File: src/rtl/key_press_conditioner_if.sv
// Conditioned push-button event outputs: debounced level plus press/release/repeat strobes.
interface key_press_conditioner_if;
  logic key_level;
  logic key_pulse;
  logic release_pulse;
  logic repeat_active;

  modport master (output key_level, key_pulse, release_pulse, repeat_active);
  modport slave  (input  key_level, key_pulse, release_pulse, repeat_active);
endinterface

File: src/rtl/key_press_conditioner.sv
// Turns raw active-low KEY[1] into clean CLOCK_50-synchronous press/release/repeat strobes.
// Chain: 2-FF synchronizer -> debounce FSM -> pulse generation -> optional auto-repeat.
module key_press_conditioner #(
  parameter int DEBOUNCE_CYCLES = 1000000,
  parameter bit REPEAT_EN       = 1'b1,
  parameter int REPEAT_DELAY    = 25000000,
  parameter int REPEAT_RATE     = 5000000
) (
  input  logic                    CLOCK_50,
  input  logic [1:0]              KEY,
  key_press_conditioner_if.master evt
);
  localparam int MAX_A = (DEBOUNCE_CYCLES > REPEAT_DELAY) ? DEBOUNCE_CYCLES : REPEAT_DELAY;
  localparam int MAX_P = (MAX_A > REPEAT_RATE) ? MAX_A : REPEAT_RATE;
  localparam int CW    = $clog2(MAX_P) + 1;

  typedef logic [CW-1:0] cnt_t;
  localparam cnt_t D_LAST  = cnt_t'(DEBOUNCE_CYCLES - 1);
  localparam cnt_t RD_LAST = cnt_t'(REPEAT_DELAY - 1);
  localparam cnt_t RR_LAST = cnt_t'(REPEAT_RATE - 1);
  localparam cnt_t CNT_MAX = '1;

  typedef enum logic [1:0] {
    RELEASED,
    PRESS_DEBOUNCE,
    HELD,
    RELEASE_DEBOUNCE
  } state_t;

  logic   rst_n;
  logic   s1, s2;
  state_t state;
  cnt_t   dcnt, rcnt;
  logic   level_q, kp_q, rp_q, ra_q;

  assign rst_n = KEY[0];

  function automatic cnt_t sat_inc(input cnt_t c);
    return (c == CNT_MAX) ? c : c + cnt_t'(1);
  endfunction

  // Sync flops reset to the released level so a held key after reset is seen as a new press.
  always_ff @(posedge CLOCK_50 or negedge rst_n) begin
    if (!rst_n) begin
      s1 <= 1'b1;
      s2 <= 1'b1;
    end else begin
      s1 <= KEY[1];
      s2 <= s1;
    end
  end

  always_ff @(posedge CLOCK_50 or negedge rst_n) begin
    if (!rst_n) begin
      state   <= RELEASED;
      dcnt    <= '0;
      rcnt    <= '0;
      level_q <= 1'b0;
      kp_q    <= 1'b0;
      rp_q    <= 1'b0;
      ra_q    <= 1'b0;
    end else begin
      kp_q <= 1'b0;
      rp_q <= 1'b0;
      case (state)
        RELEASED: begin
          if (!s2) begin
            state <= PRESS_DEBOUNCE;
            dcnt  <= '0;
          end
        end
        PRESS_DEBOUNCE: begin
          if (s2) begin
            state <= RELEASED;
          end else if (dcnt == D_LAST) begin
            state   <= HELD;
            level_q <= 1'b1;
            kp_q    <= 1'b1;
            rcnt    <= '0;
          end else begin
            dcnt <= sat_inc(dcnt);
          end
        end
        HELD: begin
          if (s2) begin
            state <= RELEASE_DEBOUNCE;
            dcnt  <= '0;
          end else if (REPEAT_EN) begin
            // First repeat waits the long delay; once repeating, the short rate applies.
            if (rcnt == (ra_q ? RR_LAST : RD_LAST)) begin
              kp_q <= 1'b1;
              ra_q <= 1'b1;
              rcnt <= '0;
            end else begin
              rcnt <= sat_inc(rcnt);
            end
          end
        end
        RELEASE_DEBOUNCE: begin
          // Bounce back to HELD keeps rcnt so repeat cadence is not disturbed.
          if (!s2) begin
            state <= HELD;
          end else if (dcnt == D_LAST) begin
            state   <= RELEASED;
            level_q <= 1'b0;
            rp_q    <= 1'b1;
            ra_q    <= 1'b0;
            rcnt    <= '0;
          end else begin
            dcnt <= sat_inc(dcnt);
          end
        end
        default: state <= RELEASED;
      endcase
    end
  end

  assign evt.key_level     = level_q;
  assign evt.key_pulse     = kp_q;
  assign evt.release_pulse = rp_q;
  assign evt.repeat_active = ra_q;
endmodule

File: src/flat_wrapper.sv
// flat-port wrapper written by rule: the top's interface ports become plain ports
module key_press_conditioner_flat 
#(
  parameter int DEBOUNCE_CYCLES = 1000000,
  parameter bit REPEAT_EN       = 1'b1,
  parameter int REPEAT_DELAY    = 25000000,
  parameter int REPEAT_RATE     = 5000000
)
  (CLOCK_50, KEY, evt_key_level, evt_key_pulse, evt_release_pulse, evt_repeat_active);
  key_press_conditioner_if evt_i ();
  input  logic CLOCK_50;
  input  logic [1:0] KEY;
  output wire logic [$bits(evt_i.key_level)-1:0] evt_key_level;
  output wire logic [$bits(evt_i.key_pulse)-1:0] evt_key_pulse;
  output wire logic [$bits(evt_i.release_pulse)-1:0] evt_release_pulse;
  output wire logic [$bits(evt_i.repeat_active)-1:0] evt_repeat_active;
  assign evt_key_level = evt_i.key_level;
  assign evt_key_pulse = evt_i.key_pulse;
  assign evt_release_pulse = evt_i.release_pulse;
  assign evt_repeat_active = evt_i.repeat_active;
  key_press_conditioner #(.DEBOUNCE_CYCLES(DEBOUNCE_CYCLES), .REPEAT_EN(REPEAT_EN), .REPEAT_DELAY(REPEAT_DELAY), .REPEAT_RATE(REPEAT_RATE)) u_core (.CLOCK_50(CLOCK_50), .KEY(KEY), .evt(evt_i));
endmodule
File: config.mk
export PLATFORM = sky130hd
export DESIGN_NAME = key_press_conditioner_flat
export DESIGN_NICKNAME = d
export VERILOG_FILES = /design/src/rtl/key_press_conditioner_if.sv /design/src/rtl/key_press_conditioner.sv /design/src/flat_wrapper.sv
export SDC_FILE = /design/constraint.sdc
export NUM_CORES = 1
export LEC_CHECK = 0
export CAP_MARGIN = 20
export CORE_ASPECT_RATIO = 2
export CORE_MARGIN = 2
export CORE_UTILIZATION = 45
export CTS_BUF_LIST = sky130_fd_sc_hd__clkbuf_16
export CTS_CLUSTER_SIZE = 8
export DETAILED_ROUTE_END_ITERATION = 8
export GPL_TIMING_DRIVEN = 0
export PLACE_DENSITY = 0.6
export SKIP_LAST_GASP = 1
export SLEW_MARGIN = 20
export SYNTH_ARGS = -nofsm -noshare
export SYNTH_HDL_FRONTEND = slang
export SYNTH_SLANG_ARGS = --single-unit
File: constraint.sdc
create_clock -name CLOCK_50 -period 3.55 [get_ports CLOCK_50]
set_clock_uncertainty 0.2 [all_clocks]
set_input_delay 0.355 -clock CLOCK_50 [delete_from_list [all_inputs] [get_ports CLOCK_50]]
set_output_delay 0.355 -clock CLOCK_50 [all_outputs]
set_load 0.02 [all_outputs]
Word level (Yosys, flattened, before mapping):

Cells that the tools add are included.
Widths: inputs -> output; s select.

* muxes and demuxes: 37
* eq/ne operators: 18
* add/subtract/negate cells: 2
* reduce and logical (&&, ||, !) cells: 9

Operators with widths (count)
* $mux 26: 12
* $pmux 26 s4: 1
* $pmux 26 s3: 1
* $add 26x1->26 const B: 2
* $eq 26x26->1 const B: 2
* $eq 26x20->1 const B: 1
* $eq 26x26->1: 1
* $mux 25: 1
* $reduce_and 5->1: 3
* $mux 1: 12
* $mux 2: 6
* $ne 2x1->1 const B: 5
* $pmux 2 s4: 1
* $reduce_and 4->1: 2
* $ne 2x2->1 const B: 3
* $pmux 1 s2: 3
* $eq 2x2->1 const B: 2
* $reduce_bool 2->1: 2
* $ne 3x1->1 const B: 1
* $ne 3x2->1 const B: 1
* $ne 3x3->1 const B: 1
* $reduce_bool 3->1: 1
* $eq 2x1->1 const B: 1
* $logic_not 2->1: 1

* logic and storage cells: 75
* flip-flop bits (word level): 60

Logic depth before layout (Yosys ltp):

Gate-level depths: netlist (run 1).

* depth in word-level cells: 5
* mapped depth: 10
* depth with buffers taken out: 8

Worst setup path before layout (run 1):

No wires, ideal clock.

* path type: register -> register
* from: register u_core.state[0]
* to: register u_core.rcnt[22]
* stages on the path, launching flop included: 11
* data arrival time: 2.154 ns
* path slack: 1.113 ns
* data required time: 3.267 ns
* library setup time: 0.083 ns
* buffers on the path: 2
* clock period less this slack: 2.437 ns
* cell sequence: dfrtp_1 -> inv_1 -> ha_1 -> clkbuf_1 -> nor2_1 -> a21oi_1 -> nor2_1 -> o2111ai_2 -> buf_2 -> or4_1 -> o21ai_0

* word-level cells in the longest chain between the ends: 3

Ends and longest elaborated chain
* start, declared: line key_press_conditioner.sv:32 `state_t state;`
* start signal, assigned: line key_press_conditioner.sv:55 `state <= RELEASED;`
* start signal, assigned: line key_press_conditioner.sv:68 `state <= PRESS_DEBOUNCE;`
* start signal, assigned: line key_press_conditioner.sv:74 `state <= RELEASED;`
* $eq 2x2->1 or $eq 2x1->1 (tied branches): line key_press_conditioner.sv:65 `case (state)`
* $ne 3x2->1 (no line), or another cell as far along
* $reduce_and 5->1 (no line)
* end signal, assigned: line key_press_conditioner.sv:95 `rcnt <= sat_inc(rcnt);`
* end, declared: line key_press_conditioner.sv:33 `cnt_t dcnt, rcnt;`

Several ways; a longest one is shown, not always the timed one.
A chain may end at the register's enable or synchronous reset.

Worst setup path in the final report (run 1):

* from: register u_core.state[0]
* to: register u_core.dcnt[11]

* word-level cells in the longest chain between the ends: 3

Ends and longest elaborated chain
* $eq 2x2->1, or another cell as far along: line key_press_conditioner.sv:65
* $ne 2x1->1 (no line) or $ne 2x2->1 (tied branches)
* $reduce_and 4->1 (no line)
* end signal, assigned: line key_press_conditioner.sv:81 `dcnt <= sat_inc(dcnt);`
* end signal, assigned: line key_press_conditioner.sv:110 `dcnt <= sat_inc(dcnt);`
* end, declared: line key_press_conditioner.sv:33

Several ways; a longest one is shown, not always the timed one.

==> results of run 1 <==
-- sequential cells by signal, summed over array words and instances (netlist names), named ones only --
signal,flops
u_core.rcnt,26
u_core.state,1
u_core.evt.key_level,1
u_core.s2,1
u_core.s1,1
u_core.dcnt,26
u_core.evt.repeat_active,1
u_core.evt.key_pulse,1
u_core.evt.release_pulse,1
-- cells in the final DEF, fill, tap and decap left out, types with 3 or more instances in the layout --
| cell | Yosys | layout |
|---|---|---|
| nor4_1 | 6 | 6 |
| o21ai_1 | 5 | 5 |
| nor2_1 | 31 | 31 |
| o21ai_2 | 5 | 5 |
| clkbuf_1 | 4 | 4 |
| a21oi_1 | 28 | 28 |
| nand3_1 | 25 | 25 |
| a31oi_1 | 8 | 8 |
| o31ai_1 | 7 | 7 |
| or2_2 | 3 | 3 |
| clkbuf_16 | 0 | 9 |
| nand4_1 | 22 | 22 |
| nor3_1 | 17 | 17 |
| or3_1 | 17 | 17 |
| and2_1 | 3 | 3 |
| dfrtp_1 | 58 | 58 |
| nand2_1 | 35 | 35 |
| and3_1 | 9 | 9 |
| or4_1 | 7 | 7 |
| inv_1 | 21 | 24 |
| buf_6 | 3 | 3 |
| clkdlybuf4s50_1 | 0 | 5 |
| buf_2 | 8 | 8 |
| o21ai_0 | 59 | 59 |
| clkinv_1 | 1 | 4 |
| ha_1 | 7 | 7 |
-- worst max-delay path, stage by stage (launching register included) --
cell and delay (ns):
dfrtp_1 0.43, ha_1 0.32, or3_1 0.39, o31ai_1 0.07, o21ai_0 0.18, nor3_1 0.52
buf_2 0.35, nand4_1 0.11, o21ai_0 0.18
-- synthesized netlist by cell type, drive strengths merged, types with 2 or more instances --
| cell | number | area (um^2) |
|---|---|---|
| and2 | 3 | 18.8 |
| and4 | 3 | 28.8 |
| nand2 | 35 | 131 |
| clkbuf | 5 | 20.0 |
| o21ai | 69 | 364 |
| a2111oi | 2 | 36.3 |
| nor2 | 32 | 128 |
| dfstp | 2 | 52.6 |
| o41ai | 2 | 17.5 |
| a22o | 2 | 17.5 |
| o311ai | 2 | 17.5 |
| o31ai | 7 | 52.6 |
| mux2 | 2 | 22.5 |
| nor4 | 6 | 37.5 |
| nand4 | 22 | 138 |
| a21o | 3 | 23.8 |
| a21oi | 29 | 149 |
| and3 | 9 | 56.3 |
| inv | 21 | 78.8 |
| nor3 | 17 | 85.1 |
| buf | 12 | 81.3 |
| nor4bb | 2 | 20.0 |
| or3 | 17 | 106 |
| or4 | 9 | 75.1 |
| ha | 7 | 87.6 |
| a31oi | 8 | 50.1 |
| or2 | 3 | 18.8 |
| o211ai | 3 | 36.3 |
| dfrtp | 58 | 1450 |
| o22ai | 2 | 18.8 |
| nor4b | 2 | 23.8 |
| nand3 | 25 | 125 |
-- per-layer routing --
layer,share of wire [%],routed length (um)
met1,34,3610
met4,5.7,605
met5,0,0
met2,57,6030
met3,3.1,325
-- power breakdown --
| part | total, mW | internal, mW | switching, mW | leakage [nW] |
|---|---|---|---|---|
| logic | 0.896 | 0.270 | 0.626 | 0.646 |
| registers | 0.776 | 0.726 | 0.0497 | 0.823 |
| clock network | 0.833 | 0.528 | 0.305 | 0.146 |
| total | 2.50 | 1.52 | 0.981 | 1.62 |
-- what timing repair did --
item / CTS / global route
gates resized for setup: 0 / 0
hold endpoints to repair: 22 / 0
endpoints found under the setup margin: 0 / 0
hold buffers: 1 / 0
-- through the flow --
step           TNS (ns)  util (%)  cells  setup slack, ns  cell area [um^2]
2_1_floorplan         0         -    430             1.11              3650
3_3_place_gp      -6.85      48.6    532           -0.122              3830
3_5_place_dp          0      48.8    533            0.716              3850
4_1_cts               0      52.4    550            0.707              4130
5_1_grt               0      52.4    550            0.465              4130
6_report              0      52.4    550            0.717              4130
-- worst paths after layout --
| path | slack, ns | depth (start not counted) | start | to |
|---|---|---|---|---|
| worst min-delay path | 0.15 | 0 | u_core.s1$_DFF_PN1_ | u_core.s2$_DFF_PN1_ |
| worst max register to register | 0.72 | 8 | u_core.state[0]$_DFFE_PN0P_ | u_core.dcnt[11]$_DFFE_PN0P_ |
| max in group asynchronous | 2.36 | 3 | KEY[0] | u_core.rcnt[7]$_DFFE_PN0P_ |
| worst max-delay path | 0.72 | 8 | u_core.state[0]$_DFFE_PN0P_ | u_core.dcnt[11]$_DFFE_PN0P_ |
| worst min register to register | 0.15 | 0 | u_core.s1$_DFF_PN1_ | u_core.s2$_DFF_PN1_ |
| min in group asynchronous | 0.27 | 2 | KEY[0] | u_core.dcnt[19]$_DFFE_PN0P_ |
-- kinds of logic (layout without fill, tap and decap cells) --
group | Yosys count | in the layout | synth area share (%)
adder cells (fa/ha/maj) | 7 | 7 | 2.40
AO/OA/AOI/OAI | 134 | 134 | 22.9
multiplexers | 3 | 3 | 0.892
AND/OR/NAND/NOR | 187 | 187 | 27.6
buffers and inverters | 39 | 63 | 5.04
flip-flops | 60 | 60 | 41.2
-- area by class of cell --
cell class	count	area, um^2	share of cell area [%]
sequential	60	1500	36.4
multi-input combinational	331	1960	47.4
clock inverter	7	52.6	1.27
buffer	17	101	2.45
tap	96	120	2.91
timing repair buffer	8	87.6	2.12
inverter	22	82.6	2.00
clock buffer	9	225	5.45
==> flow_metrics.tcl, run 1 <==
set metrics [dict create \
    vdd_drop_max_uv 337 \
    vias 3465 \
    crit_required_ns 3.59 \
    top_usage_layer "met2" \
    cts.sinks 60 \
    finalCritPeriodShare_pct 79.8 \
    max-clock-path-buffers 2 \
    power.leakage_nw 1.62 \
    yosysSeqAreaShare_pct 41.2 \
    syn_inst 430 \
    syn_nets 440 \
    worst_slew_pin_slew_ns 0.782 \
    num_rows 46 \
    root_buffer "clkbuf_16" \
    htreeDepth 3 \
    crit_arrival_ns 2.88 \
    final_hold_viol_count 0 \
    numCtsBuffers 9 \
    grt_pass1_vias 3442 \
    final_nets 459 \
    maxSlewHeadroom_pct 46.5 \
    final_max_slew_viol_count 0 \
    grt_usage_pct 26.6 \
    diodes 0 \
    synth.cell_area_um2 3650 \
    synth-seq-cells 60 \
    io_pins 7 \
    area_growth_pct 13.3 \
    use_met1_pct 26.4 \
    maxCapViolCount 0 \
    dieHeight_um 131 \
    fill_cells 728 \
    synth_ff_type "dfrtp_1" \
    grt_use_met3_pct 4.79 \
    drtIter0Drc 227 \
    synthArstFlopShare_pct 100 \
    grt_max_degree 37 \
    hpwlAfterDp_mm 7.78 \
    ys_types 55 \
    grt-ovfl-total 0 \
    yosysWarnings 0 \
    fp.coreArea_um2 7890 \
    drt_first_pass_iters 5 \
    wl_per_cell_um 19.2 \
    antenna_found_initial 0 \
    crit_path_start_kind "register" \
    endpoint_kind "register" \
    cp_max_fo 10 \
    status "finished clean" \
    cts_tree "yes" \
    vias_per_cell 6.30 \
    syn_avg_cell_area_um2 8.48 \
    setup_viol 0 \
    finalPower_mw 2.50 \
    fmax_mhz 353 \
    post_cts_buffers 0 \
    post-route-min-period_ns 2.83 \
    ant_nets 0 \
    routed_wirelength_mm 10.6 \
    holdWs_ns 0.151 \
    p_per_area_nw_per_um2 606 \
    port_buffers 6 \
    start_util_pct 46.3 \
    final_layout_size_suffix_gt1_share_pct 10.6 \
    die_area_um2 8890 \
    place.gp.congestion 0.872 \
    clk_latency_ns 0.33 \
    drc_errors 0 \
    grt_pass1_wl_mm 17.6 \
    synth-edff-count 0 \
    rsz0062_at_grt "no" \
    use_met2_pct 47.4 \
    worstSetupPathType "reg2reg" \
    hp-class "reg2reg" \
    die_w_um 67.7 \
    clkTransAtPathRegs_ns 0.05 \
]
(Power assumes the default switching activity.)
==> run 2: changes to the inputs <==
Clock period 3.55 ns to 2.7 ns, I/O delays scaled along.
==> flow_metrics.tcl, run 2 (synthesis gave the netlist of run 1 again) <==
set metrics [dict create \
    status "finished clean" \
    hp-start "u_core.s1$_DFF_PN1_" \
    hpwlAfterDp_mm 7.78 \
    dpl.cell_count 533 \
    max-clock-path-buffers 2 \
    rr_worst_depth 7 \
    antenna_found_initial 0 \
    clkPwrFrac_pct 31.2 \
    post-route-min-period_ns 2.59 \
    drc_errors 0 \
    critPathSlowestCell "or4_4" \
    clk_latency_ns 0.33 \
    grt-ovfl-total 0 \
    cp_max_fo 10 \
    power.leakage_nw 1.68 \
    grt_max_degree 37 \
    fmax_mhz 387 \
    p_int_mw 2.14 \
    final_cell_area_um2 4280 \
    drtIter0Drc 294 \
    final_max_slew_viol_count 0 \
    crit_path_start_kind "register" \
    place.gp.congestion 0.872 \
    most-common-layout-cells "57 x o21ai_0, 56 x dfrtp_1, 35 x nand2_1" \
    finalCritPeriodShare_pct 95.8 \
    worst_slew_pin_slew_ns 0.792 \
    hold_depth 0 \
    r2r_end "u_core.dcnt[0]$_DFFE_PN0P_" \
    numCtsBuffers 9 \
    die_w_um 67.7 \
    wl_per_cell_um 19.2 \
    grt_usage_pct 26.6 \
    area_growth_pct 17.2 \
    top_regs "u_core.dcnt: 26 flops, u_core.rcnt: 26 flops" \
    maxCapViolCount 0 \
    io_pins 7 \
    layout_commonest_cell "o21ai_0" \
    ant_nets 0 \
    rsz0062_at_grt "yes" \
    finalPower_mw 3.48 \
    rrSetupSlack_ns 0.11 \
    start_util_pct 46.3 \
    port_buffers 6 \
    root_buffer "clkbuf_16" \
    endpoint_kind "register" \
    crit_arrival_ns 2.60 \
    diodes 0 \
    p_seq_share_pct 29.4 \
    swShare_pct 38.4 \
    htreeDepth 3 \
    dieHeight_um 131 \
    fp.coreArea_um2 7890 \
    vias_per_cell 6.25 \
    grt_pass1_wl_mm 17.6 \
    drt_first_pass_iters 5 \
    clkTransAtPathRegs_ns 0.05 \
    crit_chain "ha_4 > nand3_1 > or4_4 > nor4b_4 > nor3_4 > clkbuf_4 > mux2_2" \
    vdd_drop_max_uv 446 \
    grt_pass1_vias 3448 \
    die_area_um2 8890 \
    switchingPower_mw 1.34 \
    crit_path_max_incr_delay_ns 0.58 \
    holdPathEnd "u_core.s2$_DFF_PN1_" \
    p_per_area_nw_per_um2 813 \
    num_rows 46 \
    crit_required_ns 2.71 \
    reg2reg_from "u_core.dcnt[0]$_DFFE_PN0P_" \
    final_nets 467 \
    maxSlewHeadroom_pct 45.8 \
    hp-class "reg2reg" \
    worstSetupPathType "reg2reg" \
    vias 3485 \
    fin_cells 558 \
    cts_tree "yes" \
    final_layout_size_suffix_gt1_share_pct 14.3 \
    cts.sinks 60 \
    pwr-share-comb_pct 39.3 \
    routed_wirelength_mm 10.7 \
    final_hold_viol_count 0 \
    setup_viol 0 \
    placed_cell_area_um2 3850 \
]
## run 2: power groups by stage
stage                     registers (mW)  clock network, mW  logic (mW)
after detailed placement            1.03                  0        1.18
after floorplan                     1.01                  0       0.800
after global placement              1.03                  0        1.17
final                               1.02               1.09        1.37
after global routing                1.03               1.15        1.50
after CTS                           1.02               1.11        1.22
## run 2: cell type report
| cell class | count | area (um^2) |
|---|---|---|
| fill | 717 | 3610 |
| multi-input combinational | 331 | 2010 |
| tap | 96 | 120 |
| inverter | 22 | 82.6 |
| clock buffer | 9 | 225 |
| buffer | 17 | 119 |
| clock inverter | 7 | 52.6 |
| timing repair buffer | 16 | 160 |
| sequential | 60 | 1510 |
## run 2: worst max-delay path by stage
stage | from | cells after the start | endpoint
floorplan | u_core.state[0]$_DFFE_PN0P_ | 10 | u_core.rcnt[22]$_DFFE_PN0P_
global placement | KEY[0] | 1 | u_core.rcnt[7]$_DFFE_PN0P_
detailed placement | u_core.state[0]$_DFFE_PN0P_ | 8 | u_core.dcnt[11]$_DFFE_PN0P_
CTS | u_core.dcnt[1]$_DFFE_PN0P_ | 8 | u_core.rcnt[3]$_DFFE_PN0P_
global route | u_core.dcnt[16]$_DFFE_PN0P_ | 9 | u_core.rcnt[10]$_DFFE_PN0P_
finish | u_core.dcnt[0]$_DFFE_PN0P_ | 7 | u_core.dcnt[0]$_DFFE_PN0P_
## run 2: worst max-delay path: cells and delay by family (launching register included)
kind                       cells  cell delay, ns
adders and majority gates      1            0.16
DFF                            1            0.41
muxes                          1            0.27
buffers and inverters          1            0.21
and+or+nand+nor                4            1.21
## run 2: timing repair
item	in CTS	in global routing
endpoints found under the setup margin	33	49
hold buffers	1	0
gates resized for setup	7	18
buffers inserted	0	8
pin swaps	0	4
endpoints found under the hold margin	53	0
## run 2: per-stage QoR
stage	utilization, %	setup TNS (ns)	setup WS, ns	hold WS [ns]
after floorplan	-	0	0.263	-0.226
after global placement	48.6	-52.91	-0.887	0.147
after detailed placement	48.8	-1.51	-0.134	0.00452
after CTS	52.6	0	0.0103	0.143
after global routing	54.3	-0.0677	-0.0379	0.155
final	54.3	0	0.113	0.150
## run 2: metal layers
layer	vias to the layer above	GRT usage (%)	part of all wire [%]
li1	1663	-	-
met1	1705	26.2	34
met2	77	47.3	58
met3	40	5.05	2.9
met4	0	17.3	5.5
met5	-	0	0
==> run 3: changes to the inputs <==
Settings changed: PLACE_DENSITY 0.6 to not set, PLACE_DENSITY_LB_ADDON set to 0.12.
==> flow_metrics.tcl, run 3 (synthesis gave the netlist of run 1 again) <==
set metrics [dict create \
    status "finished clean" \
    crit_path_max_incr_delay_ns 0.59 \
    place_ws_ns -0.127 \
    diodes 0 \
    rrSetupSlack_ns 0.09 \
    holdPathEnd "u_core.s1$_DFF_PN1_" \
    r2r_end "u_core.dcnt[0]$_DFFE_PN0P_" \
    grt_max_degree 37 \
    final_cell_area_um2 4290 \
    placed_cell_area_um2 3850 \
    final.setup.tns_ns 0 \
    reg2reg_from "u_core.dcnt[1]$_DFFE_PN0P_" \
    grt_pass1_vias 3526 \
    final_core_util_pct 54.4 \
    maxSlewHeadroom_pct 41.3 \
    worst_slew_pin_slew_ns 0.859 \
    grt_pass1_wl_mm 17.6 \
    fin_cells 559 \
    hp-class "in2reg" \
    final_nets 468 \
    vdd_drop_max_uv 452 \
    hold_depth 1 \
    hpwlAfterDp_mm 7.64 \
    most-common-layout-cells "57 x o21ai_0, 57 x dfrtp_1, 35 x nand2_1" \
    drc_errors 0 \
    dieHeight_um 131 \
    final.setup.worst_slack_ns 0.0886 \
    drtIter0Drc 274 \
    rsz0062_at_grt "yes" \
    crit_path_start_kind "register" \
    antenna_found_initial 0 \
    crit_chain "ha_4 > nand3_1 > or4_4 > nor4b_4 > nor3_4 > buf_4 > mux2_2" \
    die_area_um2 8890 \
    start_util_pct 46.3 \
    num_rows 46 \
    numCtsBuffers 9 \
    final_hold_viol_count 0 \
    clkTransAtPathRegs_ns 0.05 \
    maxCapViolCount 0 \
    hp-start "KEY[1]" \
    port_buffers 6 \
    crit_family "simple AND/OR/NAND/NOR gates" \
    dpl.cell_count 533 \
    vias 3538 \
    finalCritPeriodShare_pct 96.7 \
    final_max_slew_viol_count 0 \
    worstSetupPathType "reg2reg" \
    post-route-min-period_ns 2.61 \
    finalPower_mw 3.51 \
    fp.coreArea_um2 7890 \
    htreeDepth 3 \
    crit_required_ns 2.72 \
    setup_viol 0 \
    grt-ovfl-total 0 \
    routed_wirelength_mm 10.7 \
    root_buffer "clkbuf_16" \
    drt_first_pass_iters 7 \
    clk_latency_ns 0.33 \
    vias_per_cell 6.33 \
    holdWs_ns 0.149 \
    area_growth_pct 17.6 \
    path_buf_inv 1 \
    max-clock-path-buffers 2 \
    fill_cells 724 \
    die_w_um 67.7 \
    endpoint_kind "register" \
    io_pins 7 \
    cts_tree "yes" \
    top_regs "u_core.dcnt: 26 flops, u_core.rcnt: 26 flops" \
    wl_per_cell_um 19.1 \
    critPathSlowestCell "or4_4" \
    rr_worst_depth 7 \
    fmax_mhz 383 \
    p_per_area_nw_per_um2 818 \
    power.leakage_nw 1.68 \
    grt_usage_pct 26.4 \
    final_layout_size_suffix_gt1_share_pct 14.9 \
    place.gp.congestion 0.867 \
    ant_nets 0 \
    cts.sinks 60 \
    crit_arrival_ns 2.63 \
    cp_max_fo 10 \
]
## run 3: cell count changes in the layout (fill, tap and decap cells not counted)
cell / change
nor2_2: -1
clkinv_1: -2
inv_1: -2
buf_4: +2
clkbuf_4: -1
nor2_1: +1
clkinv_2: +3
dfrtp_2: -1
dfrtp_1: +1
clkinvlp_4: +1
## run 3: repair_timing
item / in CTS / in global routing
hold buffers: 1 / 0
pin swaps: 0 / 4
endpoints found under the hold margin: 60 / 0
gates resized for setup: 7 / 18
setup buffers: 0 / 9
cloned: 0 / 0
endpoints found under the setup margin: 25 / 47
## run 3: final cells by class
type / count / area [um^2] / area share, %
Tap cell: 96 / 120 / 2.80
Clock inverter: 7 / 60.1 / 1.40
Timing Repair Buffer: 17 / 168 / 3.91
Buffer: 17 / 119 / 2.77
Multi-Input combinational cell: 331 / 2010 / 46.8
Sequential cell: 60 / 1510 / 35.1
Inverter: 22 / 82.6 / 1.93
Clock buffer: 9 / 225 / 5.25
## run 3: routing by layer
metal	global-route usage (%)	wire length, um
met1	27.9	3820
met3	4.79	376
met5	0	0
met2	44.1	5780
met4	19.5	682
## run 3: worst max path at each step
stage / startpoint / end / cells after the start
2_1_floorplan: u_core.state[0]$_DFFE_PN0P_ / u_core.rcnt[22]$_DFFE_PN0P_ / 10
3_3_place_gp: KEY[0] / u_core.rcnt[7]$_DFFE_PN0P_ / 1
3_5_place_dp: u_core.state[0]$_DFFE_PN0P_ / u_core.dcnt[16]$_DFFE_PN0P_ / 8
4_1_cts: u_core.dcnt[1]$_DFFE_PN0P_ / u_core.dcnt[21]$_DFFE_PN0P_ / 8
5_1_grt: u_core.dcnt[1]$_DFFE_PN0P_ / u_core.dcnt[21]$_DFFE_PN0P_ / 8
6_report: u_core.dcnt[1]$_DFFE_PN0P_ / u_core.dcnt[0]$_DFFE_PN0P_ / 7
## run 3: power by group
| group | internal, mW | switching, mW |
|---|---|---|
| registers | 0.954 | 0.0674 |
| clock network | 0.701 | 0.411 |
| logic | 0.506 | 0.868 |
